<file path="src/rtl/cmu_rr_arbiter.sv">
// Round-robin share of one pipelined complex multiplier; product returns MUL_LATENCY+1 edges after grant, no stall.
// Optional CMU_ARB_STATS_EN adds saturating issue/conflict counters.
module cmu_rr_arbiter #(
  parameter int NUM_REQ     = 4,
  parameter int MUL_LATENCY = 3,
  parameter int ID_W        = $clog2(NUM_REQ)
) (
  input  logic                          clk,
  input  logic                          rst_n,
  input  logic                          arb_en,
  input  logic [NUM_REQ-1:0]            req_valid,
  output logic [NUM_REQ-1:0]            req_ready,
  input  logic [NUM_REQ-1:0][31:0]      req_a,
  input  logic [NUM_REQ-1:0][31:0]      req_b,
  output logic [31:0]                   mul_a,
  output logic [31:0]                   mul_b,
  input  logic [31:0]                   mul_result,
  output logic                          rsp_valid,
  output logic [ID_W-1:0]               rsp_id,
  output logic [31:0]                   rsp_data,
  output logic                          idle
`ifdef CMU_ARB_STATS_EN
  ,
  output logic [31:0]                   stat_issued,
  output logic [31:0]                   stat_conflict
`endif
);

  logic [ID_W-1:0]  ptr_q, ptr_d;
  logic [ID_W:0]    scan_idx;
  logic [ID_W-1:0]  scan_id;
  logic [ID_W-1:0]  gnt_idx;
  logic             gnt_found;
  logic [NUM_REQ-1:0] gnt_oh;
  logic             xfer;

  logic [31:0]      mul_a_q, mul_a_d, mul_b_q, mul_b_d;
  logic [MUL_LATENCY:0] tag_vld_q;
  logic [ID_W-1:0]  tag_id_q [MUL_LATENCY+1];
  logic             rsp_valid_q;
  logic [ID_W-1:0]  rsp_id_q;

  // Scan from the pointer with wraparound; first valid requester wins.
  always_comb begin
    gnt_found = 1'b0;
    gnt_idx   = '0;
    scan_idx  = '0;
    scan_id   = '0;
    for (int k = 0; k < NUM_REQ; k++) begin
      scan_idx = {1'b0, ptr_q} + (ID_W+1)'(k);
      if (scan_idx >= (ID_W+1)'(NUM_REQ))
        scan_idx = scan_idx - (ID_W+1)'(NUM_REQ);
      scan_id = scan_idx[ID_W-1:0];
      if (!gnt_found && req_valid[scan_id]) begin
        gnt_found = 1'b1;
        gnt_idx   = scan_id;
      end
    end
  end

  always_comb begin
    gnt_oh = '0;
    if (arb_en && rst_n && gnt_found)
      gnt_oh[gnt_idx] = 1'b1;
  end

  assign req_ready = gnt_oh;
  assign xfer      = |(req_valid & gnt_oh);

  always_comb begin
    ptr_d   = ptr_q;
    mul_a_d = '0;
    mul_b_d = '0;
    if (xfer) begin
      ptr_d   = (gnt_idx == ID_W'(NUM_REQ-1)) ? '0 : gnt_idx + ID_W'(1);
      mul_a_d = req_a[gnt_idx];
      mul_b_d = req_b[gnt_idx];
    end
  end

  always_ff @(posedge clk or negedge rst_n) begin
    if (!rst_n) begin
      ptr_q   <= '0;
      mul_a_q <= '0;
      mul_b_q <= '0;
    end else begin
      ptr_q   <= ptr_d;
      mul_a_q <= mul_a_d;
      mul_b_q <= mul_b_d;
    end
  end

  // Tag line tracks the operand register plus the multiplier stages; the rsp register lines up with its result register.
  always_ff @(posedge clk or negedge rst_n) begin
    if (!rst_n) begin
      tag_vld_q   <= '0;
      for (int s = 0; s <= MUL_LATENCY; s++)
        tag_id_q[s] <= '0;
      rsp_valid_q <= 1'b0;
      rsp_id_q    <= '0;
    end else begin
      tag_vld_q   <= {tag_vld_q[MUL_LATENCY-1:0], xfer};
      tag_id_q[0] <= xfer ? gnt_idx : '0;
      for (int s = 1; s <= MUL_LATENCY; s++)
        tag_id_q[s] <= tag_id_q[s-1];
      rsp_valid_q <= tag_vld_q[MUL_LATENCY];
      rsp_id_q    <= tag_id_q[MUL_LATENCY];
    end
  end

  assign mul_a     = mul_a_q;
  assign mul_b     = mul_b_q;
  assign rsp_valid = rsp_valid_q;
  assign rsp_id    = rsp_id_q;
  assign rsp_data  = rsp_valid_q ? mul_result : '0;
  assign idle      = ~xfer & ~(|tag_vld_q);

`ifdef CMU_ARB_STATS_EN
  logic [31:0] stat_issued_q, stat_conflict_q;
  logic        conflict;

  // Two or more bits set iff clearing the lowest set bit leaves something.
  assign conflict = arb_en & (|(req_valid & (req_valid - NUM_REQ'(1))));

  always_ff @(posedge clk or negedge rst_n) begin
    if (!rst_n) begin
      stat_issued_q   <= '0;
      stat_conflict_q <= '0;
    end else begin
      if (xfer && (stat_issued_q != 32'hFFFF_FFFF))
        stat_issued_q <= stat_issued_q + 32'd1;
      if (conflict && (stat_conflict_q != 32'hFFFF_FFFF))
        stat_conflict_q <= stat_conflict_q + 32'd1;
    end
  end

  assign stat_issued   = stat_issued_q;
  assign stat_conflict = stat_conflict_q;
`endif

endmodule
</file>
<file path="config.mk">
export PLATFORM = sky130hd
export DESIGN_NAME = cmu_rr_arbiter
export DESIGN_NICKNAME = d
export VERILOG_FILES = /design/src/rtl/cmu_rr_arbiter.sv
export SDC_FILE = /design/constraint.sdc
export NUM_CORES = 1
export LEC_CHECK = 0
export CAP_MARGIN = 20
export CORE_AREA = 4 4 152 154
export CTS_BUF_LIST = sky130_fd_sc_hd__clkbuf_8
export DETAILED_ROUTE_END_ITERATION = 8
export DIE_AREA = 0 0 156 158
export GPL_TIMING_DRIVEN = 0
export PLACE_DENSITY = 0.64
export SLEW_MARGIN = 20
export SYNTH_ARGS = -nofsm -noshare
export SYNTH_HDL_FRONTEND = slang
export SYNTH_SLANG_ARGS = --single-unit
</file>
<file path="constraint.sdc">
create_clock -name clk -period 3.75 [get_ports clk]
set_input_delay 0.75 -clock clk [delete_from_list [all_inputs] [get_ports clk]]
set_output_delay 0.75 -clock clk [all_outputs]
set_load 0.02 [all_outputs]
</file>
==> results.sh <==
export IMPL_status="complete, no violations"
export IMPL_rows=54
export IMPL_regArea_um2=2030
export IMPL_slew_violations=0
export IMPL_grt_max_degree=48
export IMPL_synth_edf_count=0
export IMPL_cp_slowest_stage_delay_ns=0.52
export IMPL_drv_cap=0
export IMPL_async_reset_ff_share_pct=100
export IMPL_path_max_fanout=4
export IMPL_crit_slowest_cell="or4b_1"
export IMPL_nets=1238
export IMPL_core_area_um2=21700
export IMPL_drc=0
export IMPL_port_buffers=398
export IMPL_drt_antenna_violating_nets=0
export IMPL_final_cell_mix="clkdlybuf4s50_1, a21oi_1, nand2_1"
export IMPL_fmax_mhz=271
export IMPL_clk_path_buf_depth=2
export IMPL_drtPass1Iterations=5
export IMPL_die_w_um=156
export IMPL_final_common_cell="clkdlybuf4s50_1"
export IMPL_finalSetupTns_ns=0
export IMPL_gr_total_overflow=0
export IMPL_min_period_over_period_pct=98.3
export IMPL_clkTransAtPathRegs_ns=0.09
export IMPL_yosysSeqAreaShare_pct=42.4
export IMPL_hp_class="in2async"
export IMPL_synth_seq_cells=81
export IMPL_clock_sinks=81
export IMPL_pre_cts_ws_ns=-1.95
export IMPL_r2r_end="mul_a[12]$_DFF_PN0_"
export IMPL_final_setup_viol_count=0
export IMPL_reg2reg_depth=13
export IMPL_insertedDiodeCount=0
export IMPL_comb_power_share_pct=64.9
export IMPL_powerDensity_nw_per_um2=581
export IMPL_maxSlewHeadroom_pct=42.6
export IMPL_rsz0062_at_grt="true"
export IMPL_multiInputGateArea_um2=2530
export IMPL_p_int_w=0.00291
export IMPL_area_delta_synth_final_pct=98.1
export IMPL_drive_gt1_share_pct=12.5
export IMPL_totalWireLength_um=25600
export IMPL_crit_path_end_kind="output pin"
export IMPL_ff2ff_setup_slack_ns=0.57
export IMPL_htree_levels=3
export IMPL_dpl_hpwl_um=19400
export IMPL_hold_viol=0
export IMPL_cts_tree="done"
export IMPL_grtUsageTotal_pct=19.4
export IMPL_crit_path_start_kind="primary input"
export IMPL_synthDistinctLibCells=28
export IMPL_pwr_share_seq_pct=21.7
export IMPL_syn_avg_cell_area_um2=9.08
export IMPL_sw_frac_of_total_pct=47.2
export IMPL_cts_buffers=9
export IMPL_leakagePower_nw=3.91
export IMPL_critPathRequiredTime_ns=3.00
export IMPL_antenna_found_initial=0
export IMPL_grt_pass1_vias=6019
export IMPL_routedWlPerCell_um=20.9
export IMPL_path_cells="clkdlybuf4s15_2 > nor2b_4 > or4b_1 > and2_4 > inv_2 > buf_12 > ha_1 > and2_1 > o21a_1 > a211oi_4 > clkbuf_8 > and2_1 > buf_6"
export IMPL_crit_start="req_valid[2]"
export IMPL_syn_inst=527
export IMPL_peakVddDrop_mv=0.243
export IMPL_switchingPower_w=0.00259
export IMPL_via_count=5827
export IMPL_power_frac_clock_pct=13.4
export IMPL_crit_type="in2out"
export IMPL_critical_path_arrival_ns=2.94
export IMPL_fill_cells=2140
export IMPL_worst_path_most_repeated_cell="and2_1"
export IMPL_grt_pass1_wl_um=36300
export IMPL_syn_nets=823
export IMPL_root_buffer="clkbuf_8"
export IMPL_start_util_pct=22.1
export IMPL_die_y_um=158
export IMPL_synth_main_ff_cell="dfrtp_1"
export IMPL_worst_clock_skew_ns=0.0121
export IMPL_viasPerCell=4.75
export IMPL_ios=399
export IMPL_syn_area_um2=4780
export IMPL_final_area_um2=9470
export IMPL_drt_iter0_drc=282
export IMPL_die_area_um2=24600
export IMPL_clk_latency_ns=0.37
export IMPL_gp_congestion=0.839
export IMPL_worstMarginPinSlew_ns=0.861
export IMPL_ys_warn_count=0
export IMPL_fin_ws_ns=0.0630
export IMPL_post_route_min_period_ns=3.69
export IMPL_place_area_um2=9160
export IMPL_reg2reg_from="ptr_q[0]$_DFFE_PN0P_"
routing by layer:
metal,routed length (µm),up-vias,share of wire (%),GRT usage [%]
met3,2370,28,9.3,6.51
met1,10100,2791,39,23.4
met4,452,0,1.8,5.17
met2,12700,301,50,33.3
met5,0,-,0,0
li1,-,2707,-,-
cell usage after synthesis (2+ instances only):
| master | instances | share of area (%) |
|---|---|---|
| a21oi_1 | 131 | 14 |
| nand2_1 | 129 | 10 |
| dfrtp_1 | 81 | 42 |
| a221oi_2 | 59 | 19 |
| and2_1 | 37 | 4.8 |
| clkbuf_1 | 29 | 2.3 |
| nor2_1 | 10 | 0.78 |
| buf_2 | 8 | 0.84 |
| buf_1 | 6 | 0.47 |
| buf_4 | 6 | 0.94 |
| a221oi_1 | 5 | 0.92 |
| buf_6 | 4 | 0.94 |
| nor2b_1 | 4 | 0.52 |
| inv_2 | 3 | 0.24 |
| o21ai_0 | 2 | 0.21 |
kinds of logic after synthesis:
kind of cell / synth area share [%]
flip-flops: 42.4
AO/OA/AOI/OAI: 34.3
AND/OR/NAND/NOR: 17.0
adder cells (fa/ha/maj): 0.262
multiplexers: 0.235
buffers and inverters: 5.81
power groups by stage:
stage / combinational [W] / clock [W] / sequential, W
final: 0.00357 / 0.000739 / 0.00119
after global routing: 0.00383 / 0.000806 / 0.00122
after CTS: 0.00360 / 0.000771 / 0.00120
after detailed placement: 0.00352 / 0 / 0.00121
after global placement: 0.00350 / 0 / 0.00120
after floorplan: 0.00171 / 0 / 0.00146
how the worst max path moves through the flow:
stage,slack [ns],endpoint,cells after the start
final,0.06,idle,13
after global routing,-0.05,idle,13
after CTS,0.01,idle,12
after detailed placement,-1.95,idle,13
after global placement,-3.84,idle,7
after floorplan,0.08,idle,13
through the flow:
step                power (W)  hold WS (ns)  cells  utilization, %
floorplan             0.00317         0.331    527               -
global placement      0.00471         0.332   1205            42.1
detailed placement    0.00473         0.336   1206            42.2
CTS                   0.00557         0.267   1226            43.6
global route          0.00585         0.267   1227            43.7
finish                0.00550         0.274   1227            43.7
sequential cells by signal, summed over array words and instances (netlist names):
| signal | flops |
|---|---|
| mul_a | 32 |
| mul_b | 32 |
| ptr_q | 2 |
| rsp_id | 2 |
| rsp_valid | 1 |
| tag_id_q | 8 |
| tag_vld_q | 4 |
final cells by class:
class | count | share of cell area [%]
clock buffers | 9 | 1.31
multi-input cells | 389 | 26.7
well taps | 280 | 3.70
plain buffers | 51 | 2.84
clock inverters | 7 | 0.924
inverters | 3 | 0.119
flip-flops and latches | 81 | 21.4
repair buffers | 407 | 43.0
critical path, delay by kind of cell:
family                     cells  cell delay, ns
AOI/OAI and AO/OA              2            0.24
buffers and inverters          5            0.71
and+or+nand+nor                5            1.09
adders and majority gates      1            0.15
what timing repair did:
item,4_1_cts,5_1_grt
buffers inserted,7,1
pin swaps,4,1
endpoints found under the setup margin,73,3
gates resized for setup,35,1
hold buffers,0,0
Power figures use the tool's default switching activity.
